File: src/rtl/sd_link_pkg.sv
// Shared constants for the SD command-line link (parallel_serial / serial_parallel).
package sd_link_pkg;

  typedef enum logic [1:0] {
    S_IDLE  = 2'd0,
    S_SHIFT = 2'd1,
    S_DONE  = 2'd2
  } state_t;

  localparam logic [6:0] CRC7_POLY  = 7'h09;
  localparam int         SD_FRAME_W = 48;
  localparam logic       START_BIT  = 1'b0;
  localparam logic       TX_BIT     = 1'b1;
  localparam logic       END_BIT    = 1'b1;
  localparam logic       IDLE_LEVEL = 1'b1;

endpackage

File: src/rtl/crc7_serial.sv
// Bit-serial CRC7 (x^7+x^3+1, init 0) with synchronous clear and a shift-out path.
module crc7_serial
  import sd_link_pkg::*;
(
  input  logic       clk_i,
  input  logic       clear_i,
  input  logic       valid_i,
  input  logic       data_i,
  input  logic       shift_i,
  output logic [6:0] crc_o
);

  logic [6:0] crc_q, crc_d, base;
  logic       fb;

  always_comb begin
    base  = clear_i ? 7'd0 : crc_q;
    fb    = data_i ^ base[6];
    crc_d = base;
    if (valid_i) begin
      crc_d = {base[5:0], 1'b0} ^ (fb ? CRC7_POLY : 7'd0);
    end else if (shift_i) begin
      crc_d = {base[5:0], 1'b0};
    end
  end

  always_ff @(posedge clk_i) begin
    crc_q <= crc_d;
  end

  assign crc_o = crc_q;

endmodule

File: src/rtl/parallel_serial.sv
// Parallel-to-serial SD command transmitter, MSB first, line idles high.
// Optional CRC7 insertion in bits 7..1 plus forced end bit: define PARALLEL_SERIAL_CRC7_EN.
module parallel_serial
  import sd_link_pkg::*;
#(
  parameter int WIDTH = SD_FRAME_W,
  parameter int CNT_W = 6
) (
  input  logic             iClock_SD,
  input  logic             iReset,
  input  logic             iEnable,
  input  logic             iLoad,
  input  logic [WIDTH-1:0] iParallel,
  output logic             oSerial,
  output logic             oBusy,
  output logic             oComplete
);

  state_t             state_q, state_d;
  logic [CNT_W-1:0]   cnt_q, cnt_d;
  logic [WIDTH-1:0]   sh_q, sh_d;
  logic               ser_q, ser_d;
  logic               busy_q, busy_d;
  logic               cmp_q, cmp_d;
  logic               accept;
  logic               next_bit;

`ifdef PARALLEL_SERIAL_CRC7_EN
  logic [6:0] crc_w;
  logic [2:0] crc_idx;
  logic       crc_valid;
  logic       crc_clear;
  logic       crc_data;

  // The CRC is fed each data bit as it is loaded onto the line, so it is
  // complete by the time bit 7 is loaded.
  assign crc_clear = iReset | accept;
  assign crc_valid = ~iReset & (accept | ((state_q == S_SHIFT) & iEnable & (cnt_q > CNT_W'(8))));
  assign crc_data  = accept ? iParallel[WIDTH-1] : sh_q[WIDTH-2];
  assign crc_idx   = 3'(cnt_q - CNT_W'(2));

  crc7_serial u_crc (
    .clk_i  (iClock_SD),
    .clear_i(crc_clear),
    .valid_i(crc_valid),
    .data_i (crc_data),
    .shift_i(1'b0),
    .crc_o  (crc_w)
  );

  always_comb begin
    next_bit = sh_q[WIDTH-2];
    if (cnt_q == CNT_W'(1))       next_bit = END_BIT;
    else if (cnt_q <= CNT_W'(8))  next_bit = crc_w[crc_idx];
  end
`else
  assign next_bit = sh_q[WIDTH-2];
`endif

  always_comb begin
    state_d = state_q;
    cnt_d   = cnt_q;
    sh_d    = sh_q;
    ser_d   = ser_q;
    busy_d  = busy_q;
    cmp_d   = cmp_q;
    accept  = 1'b0;
    case (state_q)
      S_IDLE: begin
        ser_d  = IDLE_LEVEL;
        busy_d = 1'b0;
        cmp_d  = 1'b0;
        accept = iEnable & iLoad;
      end
      S_SHIFT: begin
        if (iEnable) begin
          if (cnt_q == '0) begin
            state_d = S_DONE;
            ser_d   = IDLE_LEVEL;
            busy_d  = 1'b0;
            cmp_d   = 1'b1;
          end else begin
            sh_d  = sh_q << 1;
            cnt_d = cnt_q - CNT_W'(1);
            ser_d = next_bit;
          end
        end
      end
      S_DONE: begin
        // oComplete stays up while disabled so the pulse is never missed.
        if (iEnable) begin
          state_d = S_IDLE;
          cmp_d   = 1'b0;
          ser_d   = IDLE_LEVEL;
          accept  = iLoad;
        end
      end
      default: state_d = S_IDLE;
    endcase
    if (accept) begin
      state_d = S_SHIFT;
      sh_d    = iParallel;
      cnt_d   = CNT_W'(WIDTH - 1);
      ser_d   = iParallel[WIDTH-1];
      busy_d  = 1'b1;
      cmp_d   = 1'b0;
    end
  end

  always_ff @(posedge iClock_SD) begin
    if (iReset) begin
      state_q <= S_IDLE;
      cnt_q   <= '0;
      sh_q    <= '0;
      ser_q   <= IDLE_LEVEL;
      busy_q  <= 1'b0;
      cmp_q   <= 1'b0;
    end else begin
      state_q <= state_d;
      cnt_q   <= cnt_d;
      sh_q    <= sh_d;
      ser_q   <= ser_d;
      busy_q  <= busy_d;
      cmp_q   <= cmp_d;
    end
  end

  assign oSerial   = ser_q;
  assign oBusy     = busy_q;
  assign oComplete = cmp_q;

endmodule

File: config.mk
export PLATFORM = sky130hd
export DESIGN_NAME = parallel_serial
export DESIGN_NICKNAME = d
export VERILOG_FILES = /design/src/rtl/sd_link_pkg.sv /design/src/rtl/crc7_serial.sv /design/src/rtl/parallel_serial.sv
export SDC_FILE = /design/constraint.sdc
export NUM_CORES = 1
export LEC_CHECK = 0
export ABC_AREA = 1
export BUFFER_PORTS_ARGS = -buffer_cell sky130_fd_sc_hd__buf_4
export CORE_MARGIN = 5
export CORE_UTILIZATION = 55
export CTS_BUF_LIST = sky130_fd_sc_hd__clkbuf_8 sky130_fd_sc_hd__clkbuf_16
export CTS_CLUSTER_DIAMETER = 200
export DETAILED_ROUTE_END_ITERATION = 10
export PLACE_DENSITY = 0.87
export SETUP_SLACK_MARGIN = 0.02
export SYNTH_ARGS = -nofsm -noshare
export SYNTH_HDL_FRONTEND = slang
export SYNTH_SLANG_ARGS = --single-unit
File: constraint.sdc
create_clock -name iClock_SD -period 1.6 [get_ports iClock_SD]
set_input_delay 0.24 -clock iClock_SD [delete_from_list [all_inputs] [get_ports iClock_SD]]
set_output_delay 0.24 -clock iClock_SD [all_outputs]
set_load 0.1 [all_outputs]
== Word-level counts from Yosys, hierarchy flattened ==
Cells that the tools add are included.

* Eq/ne operators: 10
* Bitwise gates (word level): 3
* Reduce and logical (&&, ||, !) cells: 15
* Mux-type cells: 28
* Add/subtract/negate cells: 1

{| class="wikitable"
|+ Operators by type and width
! kind !! number
|-
| 47-bit 2-to-1 mux || 4
|-
| 6-bit 2-to-1 mux || 4
|-
| 1-bit 2-to-1 mux || 12
|-
| 3-bit AND reduction || 4
|-
| 4-bit AND reduction || 3
|-
| 2-bit != test (second input constant) || 5
|-
| 3-bit != test (second input constant) || 3
|-
| 6-bit zero test || 1
|-
| 2-bit 2-to-1 mux || 3
|-
| 1-bit case mux with 3 select lines || 2
|-
| 2-bit case mux with 3 select lines || 1
|-
| 3-bit nonzero test || 2
|-
| 6-bit by 1-bit subtractor with 6-bit output (second input constant) || 1
|-
| 1-bit case mux with 2 select lines || 2
|-
| 2-bit nonzero test || 2
|-
| 4-bit nonzero test || 1
|-
| 2-bit by 1-bit == test with 1-bit output (second input constant) || 1
|-
| 2-bit == test (second input constant) || 1
|-
| 2-bit zero test || 1
|-
| 1-bit inverter || 2
|-
| 2-bit OR reduction || 1
|-
| 1-bit bitwise AND || 1
|}

* Word-level logic and storage cells: 65
* Output and inout port bits: 3
* Input bits: 52
* Bits in registers: 58

== Longest topological paths before layout ==
* Word-level depth: 5
* Gate-level depth with buffers: 10
* Mapped depth without buffers: 9

== Worst setup path before layout ==
OpenSTA, ideal clock, no wires.

* Kind: register -> register
* Start point: reg cnt_q[0]
* End point: reg sh_q[10]
* Data required time: 1.487 ns
* Stages on the path, launching flop included: 10
* Arrival: 1.262 ns
* Buffers on the path: 2
* Period minus slack after synthesis: 1.375 ns
* Library setup time: 0.113 ns
* Path slack: 0.225 ns
* Cells stage by stage: dfxtp_1 inv_1 ha_1 nand3_2 nand2_4 nand2_4 buf_6 buf_6 o21ai_1 nor2_1

* Word-level cells in the longest chain between the ends: 3

{| class="wikitable"
|+ RTL lines
! item !! line !! source
|-
| from (decl) || parallel_serial.sv:20 || <nowiki>logic [CNT_W-1:0] cnt_q, cnt_d;</nowiki>
|-
| from (signal assigned) || parallel_serial.sv:120 || <nowiki>cnt_q <= cnt_d;</nowiki>
|-
| 6-bit zero test || parallel_serial.sv:77 || <nowiki>if (cnt_q == '0) begin</nowiki>
|-
| 2-bit != test (no line) || - ||
|-
| 3-bit AND reduction (no line) || - ||
|-
| to (signal assigned) || parallel_serial.sv:114 || <nowiki>sh_q <= '0;</nowiki>
|-
| to (signal assigned) || parallel_serial.sv:121 || <nowiki>sh_q <= sh_d;</nowiki>
|-
| to (decl) || parallel_serial.sv:21 || <nowiki>logic [WIDTH-1:0] sh_q, sh_d;</nowiki>
|}

Every way passes these cells.
A chain may end at the register's enable or synchronous reset.

== Worst setup path after layout ==
* Start point: reg cnt_q[0]
* End point: reg sh_q[28]

Same word-level chain as after synthesis.

==> impl_metrics.toml <==
[outcome]
status = "finished, final reports clean"

[finish]
nets = 551
diodes = 0
drive_gt1_share_pct = 19.09
layout_commonest_cell = "nand2_1"
fill_cells = 434
layout_common_cells = "nand2_1, nor2_1, buf_4, dfxtp_1, o21ai_1"
utilization_pct = 70.50
syn2layout_area_growth_pct = 26.15
postLayoutCellArea_mm2 = 0.003555

[drt]
postRouteAntennaNets = 0
top_layer_used = "met4"
wl_met2_mm = 3.110
wl_per_cell_um = 11.78
drt-initial-drc-count = 218
dr.pass1.iters = 4
vias = 2803
finalWirelength_mm = 6.750
vias_per_cell = 4.892
drt-met1-wl_mm = 3.060
remaining_drc_errors = 0
route.met3.wl_um = 409

[floorplanning]
die_w_um = 81.58
die-area_mm2 = 0.006654
initial_core_util_pct = 55.88
design.core.area_mm2 = 0.005042
ioPinCount = 55
die_y_um = 81.58
rows = 26

[setup_path]
crit_required_ps = 1830
r2r_start = "cnt_q[0]"
arrival_ps = 1670
slowest_delay_ps = 310
startpoint_type = "flop"
reg2reg_slack_ps = 160
cp_max_fo = 20
cp_top_family = "simple AND/OR/NAND/NOR gates"
reg2reg_to = "sh_q[28]"
path_cells = "inv_2 -> ha_4 -> nand3_2 -> nand2_4 -> nand2_4 -> buf_6 -> o21ai_0 -> nor2_1"
crit_type = "flop to flop"
cp_slowest_cell = "dfxtp_1"
cp_common_cell = "nand2_4"
endpoint_kind = "flop"
reg2regPathDepth = 8
path_buf_inv = 2
cp.depth = 8

[grt]
grt_usage_pct = 20.95
grt_start_max_net_pins = 41
grt_pass1_wl_mm = 10.77
overflow = 0
grt_pass1_vias = 2520
grt_antenna_before_repair = 0

[logic_synthesis]
syn_avg_cell_area_um2 = 6.332
yosysTopAreaCell = "dfxtp_1"
synth_warnings = 0
syn_inst = 445
synth_top_cell_area_share_pct = 41.21
synth.cell_area_mm2 = 0.002818
synth.area.top_cells = "dfxtp_1, nand2_1, nor2_1"
ys_ff_latch = 58
syn_nets = 498
synth_seq_area_share_pct = 41.21
synth_cell_type_count = 20

[clock_tree]
cts_max_level = 3
cts_root_buf = "clkbuf_8"
cts_hold_buf = 0
clk_latency_ps = 340
cts_tree = "built"
cts_sinks = 58
clock_path_buffers = 2
cts_made_buffers = 9
cts.clk_slew.worst_paths_ps = 70

[power]
vdd_ir_drop_max_uv = 713.4
leakage_nw = 1.872
power.total_mw = 4.145
p_per_area_mw_per_mm2 = 1166

[timing]
rsz0062_at_grt = "false"
setup_viol = 0
fin_crit_ps = 1443
fin_crit_sh_pct = 90.19
tightest_slew_ps = 362.3
clock_skew_ps = 5.845
fmax_ghz = 0.6930
fin_hold_ws_ps = 108.1
final-hold-violation-count = 0
worst_slew_margin_rel_pct = 75.85
maxSlewViolCount = 0

[place]
dpl.hpwl_mm = 4.256
gp_congestion = 0.8028
io_buffer_count = 54
place_area_mm2 = 0.003248

[worst_hold_path]
hp-start = "iReset"
min_path_type = "primary input to flop"
holdPathStages = 2
min_to = "sh_q[0]"

[job]
drv_cap = 0
## per-layer routing
layer	GRT usage (%)	vias to the layer above
met5	0	-
met1	24.59	1229
met2	34.53	80
met4	11.46	0
li1	-	1477
met3	5.811	17
## cell usage after synthesis
cell type,count
a21oi_1,6
nand3_1,7
nor2_1,104
a21oi_2,3
xnor2_1,1
xor2_1,2
dfxtp_1,58
nand2_1,167
clkbuf_2,1
o21ai_0,18
buf_6,6
nor2_2,2
clkbuf_1,10
buf_2,8
nand3_2,2
o21ai_1,30
inv_2,2
ha_1,1
nand2_4,2
inv_1,15
## cell type report
class                           instances  area [um^2]  area share, %
Sequential cell                        58         1161          32.66
Clock buffer                           10        137.6          3.872
Multi-Input combinational cell        345         1455          40.94
Timing Repair Buffer                   67        565.5          15.91
Tap cell                               70        87.58          2.464
Clock inverter                          6        81.33          2.288
Inverter                               17        66.31          1.866
## per-stage QoR
stage / setup slack [ps] / std cells / TNS (ps)
6_report: 157.0 / 573 / 0
5_1_grt: 28.89 / 573 / 0
4_1_cts: 20.59 / 570 / 0
3_5_place_dp: -29.38 / 554 / -189.1
3_3_place_gp: 60.71 / 554 / 0
2_1_floorplan: 224.5 / 445 / 0
## what timing repair did
item,4_1_cts,5_1_grt
setup endpoints to repair,39,50
gates cloned,0,1
resized for setup,5,11
setup buffers,0,2
hold endpoints to repair,0,0
pin swaps,0,1
## power breakdown
part	switching, mW	total (mW)	internal, mW
registers	0.0910	1.70	1.61
clock network	0.600	1.51	0.908
logic	0.552	0.936	0.385
total	1.24	4.14	2.90
## cell families after synthesis
logic type	share of synthesized area, %
adder cells (fa/ha/maj)	0.4440
flip-flops	41.21
AND/OR/NAND/NOR	39.30
AO/OA/AOI/OAI	10.52
buffers and inverters	7.593
XOR/XNOR	0.9327
## worst max-delay path by stage
stage	end	from
after floorplan	sh_q[10]	cnt_q[0]
after global placement	sh_q[10]	cnt_q[0]
after detailed placement	sh_q[15]	cnt_q[0]
after CTS	sh_q[28]	cnt_q[1]
after global routing	sh_q[31]	cnt_q[1]
final	sh_q[28]	cnt_q[0]
## state kept, by name, summed over array words and instances, names as in the netlist
signal	count
sh_q	47
cnt_q	6
state_q	2
oBusy	1
oComplete	1
oSerial	1
(Power assumes the default switching activity.)
